--- src/rtl/inst_sram_like_bridge.sv ---
// ----------------------------------------------------------------------------
// inst_sram_like_bridge
//
// Instruction-fetch front end. It turns the core's F-stage fetch port into
// single-word reads on an sram-like bus (req / addr_ok / data_ok). One read is
// issued per fetch, and instrStall stays high until the word returns. If the
// whole pipeline is frozen (longest_stall) when the word arrives, the word is
// held in a buffer, so that no fetch is lost or duplicated.
//
// Parameters:
//   ADDR_W  fetch address width
//   DATA_W  instruction width
//   PERF_W  perf counter width (only with IBRIDGE_PERF_CNT_EN)
//
// Ports:
//   clk, rst        clock; asynchronous active-low reset
//   pcF, instr_enF  fetch address / fetch request from the core
//   instrF          fetched instruction (0 = NOP when nothing is delivered)
//   instrStall      fetch not complete, core must hold F
//   longest_stall   whole-pipeline stall from the core
//   inst_req .. inst_wdata               sram-like request side
//   inst_addr_ok, inst_data_ok, inst_rdata  sram-like response side
//   perf_req_cnt, perf_stall_cnt         saturating counters (optional)
//
// Build option: define IBRIDGE_PERF_CNT_EN to add the perf counters.
// ----------------------------------------------------------------------------
module inst_sram_like_bridge #(
    parameter int unsigned ADDR_W = 32,
    parameter int unsigned DATA_W = 32
`ifdef IBRIDGE_PERF_CNT_EN
    ,
    parameter int unsigned PERF_W = 32
`endif
) (
    input  logic              clk,
    input  logic              rst,
    // core F-stage side
    input  logic [ADDR_W-1:0] pcF,
    input  logic              instr_enF,
    output logic [DATA_W-1:0] instrF,
    output logic              instrStall,
    input  logic              longest_stall,
    // sram-like bus side
    output logic              inst_req,
    output logic              inst_wr,
    output logic [1:0]        inst_size,
    output logic [ADDR_W-1:0] inst_addr,
    output logic [DATA_W-1:0] inst_wdata,
    input  logic              inst_addr_ok,
    input  logic              inst_data_ok,
    input  logic [DATA_W-1:0] inst_rdata
`ifdef IBRIDGE_PERF_CNT_EN
    ,
    output logic [PERF_W-1:0] perf_req_cnt,
    output logic [PERF_W-1:0] perf_stall_cnt
`endif
);

    typedef enum logic [1:0] {
        StIdle,
        StReq,
        StWait,
        StDone
    } state_e;

    state_e            state_q;
    logic [ADDR_W-1:0] addr_q;
    logic [DATA_W-1:0] buf_q;

    // ------------------------------------------------------------------------
    // State and data registers
    // ------------------------------------------------------------------------
    always_ff @(posedge clk or negedge rst) begin
        if (!rst) begin
            state_q <= StIdle;
            addr_q  <= '0;
            buf_q   <= '0;
        end else begin
            unique case (state_q)
                StIdle: begin
                    if (instr_enF) begin
                        addr_q  <= pcF;
                        state_q <= inst_addr_ok ? StWait : StReq;
                    end
                end
                StReq: begin
                    if (inst_addr_ok) begin
                        state_q <= StWait;
                    end
                end
                StWait: begin
                    // data_ok is only meaningful here. Elsewhere it is a stray
                    // pulse (e.g. left over from before a reset).
                    if (inst_data_ok) begin
                        buf_q   <= inst_rdata;
                        state_q <= longest_stall ? StDone : StIdle;
                    end
                end
                StDone: begin
                    // The core consumes buf_q in the cycle the freeze lifts.
                    if (!longest_stall) begin
                        state_q <= StIdle;
                    end
                end
                default: state_q <= StIdle;
            endcase
        end
    end

    // ------------------------------------------------------------------------
    // Outputs. instrStall is built without longest_stall, because the core
    // folds instrStall into longest_stall and a dependency would form a loop.
    // ------------------------------------------------------------------------
    always_comb begin
        inst_req   = 1'b0;
        inst_addr  = addr_q;
        instrStall = 1'b0;
        instrF     = '0;
        unique case (state_q)
            StIdle: begin
                inst_req   = instr_enF;
                inst_addr  = pcF;
                instrStall = instr_enF;
            end
            StReq: begin
                inst_req   = 1'b1;
                instrStall = 1'b1;
            end
            StWait: begin
                instrStall = ~inst_data_ok;
                if (inst_data_ok) begin
                    instrF = inst_rdata;
                end
            end
            StDone: begin
                instrF = buf_q;
            end
            default: ;
        endcase
    end

    assign inst_wr    = 1'b0;
    assign inst_size  = 2'b10;
    assign inst_wdata = '0;

`ifdef IBRIDGE_PERF_CNT_EN
    // ------------------------------------------------------------------------
    // Saturating performance counters
    // ------------------------------------------------------------------------
    logic [PERF_W-1:0] perf_req_q;
    logic [PERF_W-1:0] perf_stall_q;

    always_ff @(posedge clk or negedge rst) begin
        if (!rst) begin
            perf_req_q   <= '0;
            perf_stall_q <= '0;
        end else begin
            if (inst_req && inst_addr_ok && (perf_req_q != '1)) begin
                perf_req_q <= perf_req_q + PERF_W'(1);
            end
            if (instrStall && (perf_stall_q != '1)) begin
                perf_stall_q <= perf_stall_q + PERF_W'(1);
            end
        end
    end

    assign perf_req_cnt   = perf_req_q;
    assign perf_stall_cnt = perf_stall_q;
`endif

endmodule

--- config.mk ---
export PLATFORM = sky130hd
export DESIGN_NAME = inst_sram_like_bridge
export DESIGN_NICKNAME = d
export VERILOG_FILES = /design/src/rtl/inst_sram_like_bridge.sv
export SDC_FILE = /design/constraint.sdc
export NUM_CORES = 1
export LEC_CHECK = 0
export ABC_CLOCK_PERIOD_IN_PS = 1500
export BUFFER_PORTS_ARGS = -buffer_cell sky130_fd_sc_hd__buf_2
export CAP_MARGIN = 20
export CORE_UTILIZATION = 48
export CTS_CLUSTER_DIAMETER = 80
export DETAILED_ROUTE_END_ITERATION = 8
export GPL_ROUTABILITY_DRIVEN = 0
export GPL_TIMING_DRIVEN = 0
export MAX_ROUTING_LAYER = met4
export PLACE_DENSITY = 0.81
export SLEW_MARGIN = 15
export SYNTH_ARGS = -nofsm -noshare
export SYNTH_HDL_FRONTEND = slang
export SYNTH_SLANG_ARGS = --single-unit
--- constraint.sdc ---
create_clock -name clk -period 1.5 [get_ports clk]
set_input_delay 0.075 -clock clk [delete_from_list [all_inputs] [get_ports clk]]
set_output_delay 0.075 -clock clk [all_outputs]
set_load 0.01 [all_outputs]
==> results by group <==
Status
  • Outcome: finished with violations
  • Failing checks: negative setup slack

Clock network
  • CTS H-tree lvls: 3
  • CTS Buf Count: 9
  • Clk_lat worst skew: ~360 ps
  • Clock tree buffer depth: 2
  • Clk sinks: 66
  • CTS tree: yes
  • Reg clk slew, reported paths: ~90 ps
  • CTS Root Cell: clkbuf_8

STA
  • Clock skew: around 19 ps
  • Slew Viols, Final: 0
  • Setup tns final: -24,030 ps
  • # setup viols final: 129
  • RSZ-0062 raised after global routing: yes
  • Worst hold slack: 90.3 ps
  • Period minus WS final: ~1800 ps
  • Final Cycle Share: 1.20
  • Final hold violation count: 0
  • F_max: 0.554 GHz
  • Worst-Margin Slew: around 630 ps
  • Final WS setup: -304 ps
  • Slew HR: 0.582

Job
  • Number of max-cap violations: 0

Worst setup path
  • Worst path bufs/invs: 4
  • Reg-to-Reg End: addr_q[15]
  • Worst Setup End Kind: output port
  • Worst stage delay on the critical path: ~380 ps
  • R2R Setup Slk: -240 ps
  • Crit-path cells: buf_6 > nor2_4 > buf_12 > buf_8 > mux2_4 > buf_6
  • WP data arrival: around 1700 ps
  • Critical path launch point type: flop
  • Slowest-stage cell, CP: dfrtp_1
  • Setup CP Type: flop to output port
  • Critical Path Fanout Max: 7
  • Worst R2R Start: state_q[1]
  • Worst path most repeated cell: buf_6
  • Reg2Reg Depth: 7
  • Worst EP required: between 1000 and 1500 ps
  • Critical path's top delay family: buffers and inverters

Synthesis
  • #FFs+latches synth: 66
  • Mapped Area: about 0.0038 mm2
  • Syn_area_per_cell: 11.3 um2
  • Cells after Synth: ~330
  • Yosys warning total: 0
  • Sequential fraction of the synthesis area: 0.437
  • Distinct cell type count after synthesis: 22

GRT
  • Grt total ovfl: 0
  • GRT Util Overall: 0.322
  • Initial antenna violation count: 1
  • Vias in the first global route: just under 4,000
  • Pin count of the biggest net entering global routing: 35
  • First-pass GRT wire length: about 20,000 um

Hold path
  • Worst hold path cell count: 2
  • Hold Crit Class: input pin to flop
  • Hold worst-path end: state_q[0]
  • Min-delay src: longest_stall

Placed design
  • Inst Count DP: 600
  • HPWL Detailed: around 6600 um
  • IO buf count: about 130
  • Post-DP Area: approximately 0.0047 mm2

Layout
  • Area growth syn-to-layout: 79.7%
  • Final Non-Filler Cells: 710
  • Most frequent cells in the layout: buf_2, dfrtp_1, dlygate4sd3_1, mux2_4, mux2_2
  • Post-route cell area: ~0.0068 mm2
  • Most common cell after layout, fill and taps aside: buf_2
  • Layout cell share with drive strength beyond 1: 0.630
  • Post-layout util: 0.911
  • Fin nets: just under 700

Route
  • Post-Route WL: approximately 15,000 um
  • DR DRC count: 0
  • DRT Pass-1 Iters: 7
  • Antenna Violating Nets Remaining: 0
  • Vias/cell: around 5.4
  • Avg WL per Cell: around 22 um
  • Via count: between 3,000 and 4,000
  • Initial DRC count: around 240

Die
  • Die area: 0.00823 mm2
  • Core area: 0.00745 mm2
  • I/O pins: about 170
  • Placement Rows: 31
  • Chip width: between 90 and 100 um
  • Die height: roughly 90 um
  • Initial Util: 0.507

Power and ir drop
  • Pwr dens: roughly 2100 mW/mm2
  • Worst vdd ir: ~1.5 mV
  • Cell leakage power: between 0.003 and 0.004 uW
[how the worst max path moves through the flow]
stage,slack (ps),cells after the start,start,to
5_1_grt,-340,6,state_q[1],inst_addr[12]
3_5_place_dp,-120,6,state_q[0],instrF[4]
3_3_place_gp,-100,6,state_q[0],instrF[11]
6_report,-300,6,state_q[1],inst_addr[12]
2_1_floorplan,70,4,state_q[0],addr_q[10]
4_1_cts,-260,6,state_q[1],inst_addr[27]
[through the flow]
stage                     setup WS, ps  power [uW]
after floorplan                   68.5        6690
after global placement           -97.3        8130
after detailed placement          -115        8360
after CTS                         -258       12400
after global routing              -339       14900
final                             -304       14400
[synthesized netlist by cell type]
| cell type | instances | area share |
|---|---|---|
| nand3b_1 | 32 | 0.064 |
| buf_6 | 3 | 0.0089 |
| nor3b_4 | 1 | 0.0050 |
| o221a_2 | 1 | 0.0030 |
| o2bb2ai_1 | 1 | 0.0023 |
| buf_4 | 39 | 0.078 |
| nor2_1 | 2 | 0.0020 |
| mux2_2 | 90 | 0.27 |
| nor2_2 | 1 | 0.0017 |
| o21bai_1 | 1 | 0.0020 |
| buf_1 | 1 | 0.00099 |
| a21oi_1 | 33 | 0.044 |
| conb_1 | 2 | 0.0020 |
| clkinv_1 | 1 | 0.00099 |
| buf_2 | 7 | 0.0093 |
| o21a_1 | 1 | 0.0020 |
| clkbuf_1 | 10 | 0.0099 |
| nand3b_4 | 1 | 0.0053 |
| nand2_1 | 32 | 0.032 |
| dfrtp_1 | 66 | 0.44 |
| nand2b_1 | 1 | 0.0017 |
| mux2_1 | 7 | 0.021 |
[power by group]
| part | internal [uW] | switching [uW] | leakage, uW |
|---|---|---|---|
| Clock | 985 | 800 | 0.000109 |
| Combinational | 5320 | 3860 | 0.00246 |
| Sequential | 2700 | 742 | 0.000777 |
[flip-flops by register name (all words and copies together), names as in the netlist]
register  count
addr_q       32
buf_q        32
state_q       2
[metal layers]
metal  wire length, um  share of wire  GRT usage  vias to the layer above
li1                  -              -          -                     1644
met1              5680           0.37      0.353                     1899
met2              8020           0.52      0.575                      240
met3               997          0.064     0.0505                       72
met4               767          0.050      0.141                        0
met5                 0              0          -                        -
[logic make-up after synthesis]
| logic type | count (synthesis) | share of synthesized area |
|---|---|---|
| AOI/OAI and AO/OA | 37 | 0.0530 |
| buffers and inverters | 61 | 0.108 |
| DFF | 66 | 0.437 |
| other | 2 | 0.00199 |
| muxes | 97 | 0.289 |
| and+or+nand+nor | 70 | 0.111 |
[layout make-up]
type | instances | area (um2)
diodes | 1 | 2.50
plain buffers | 59 | 538
clock buffers | 10 | 138
clock inverters | 6 | 88.8
fillers | 265 | 661
inverters | 1 | 7.51
multi-input cells | 239 | 2250
flip-flops and latches | 66 | 1650
well taps | 99 | 124
repair buffers | 229 | 1980
[timing repair]
| item | in CTS | in global routing |
|---|---|---|
| resized for setup | 115 | 111 |
| setup endpoints to repair | 96 | 126 |
| hold buffers | 65 | 0 |
| hold endpoints to repair | 96 | 0 |
| gates cloned | 7 | 4 |
| setup buffers | 13 | 5 |
| pin swaps | 3 | 27 |
Note: power is estimated with default switching activity, not from simulation.
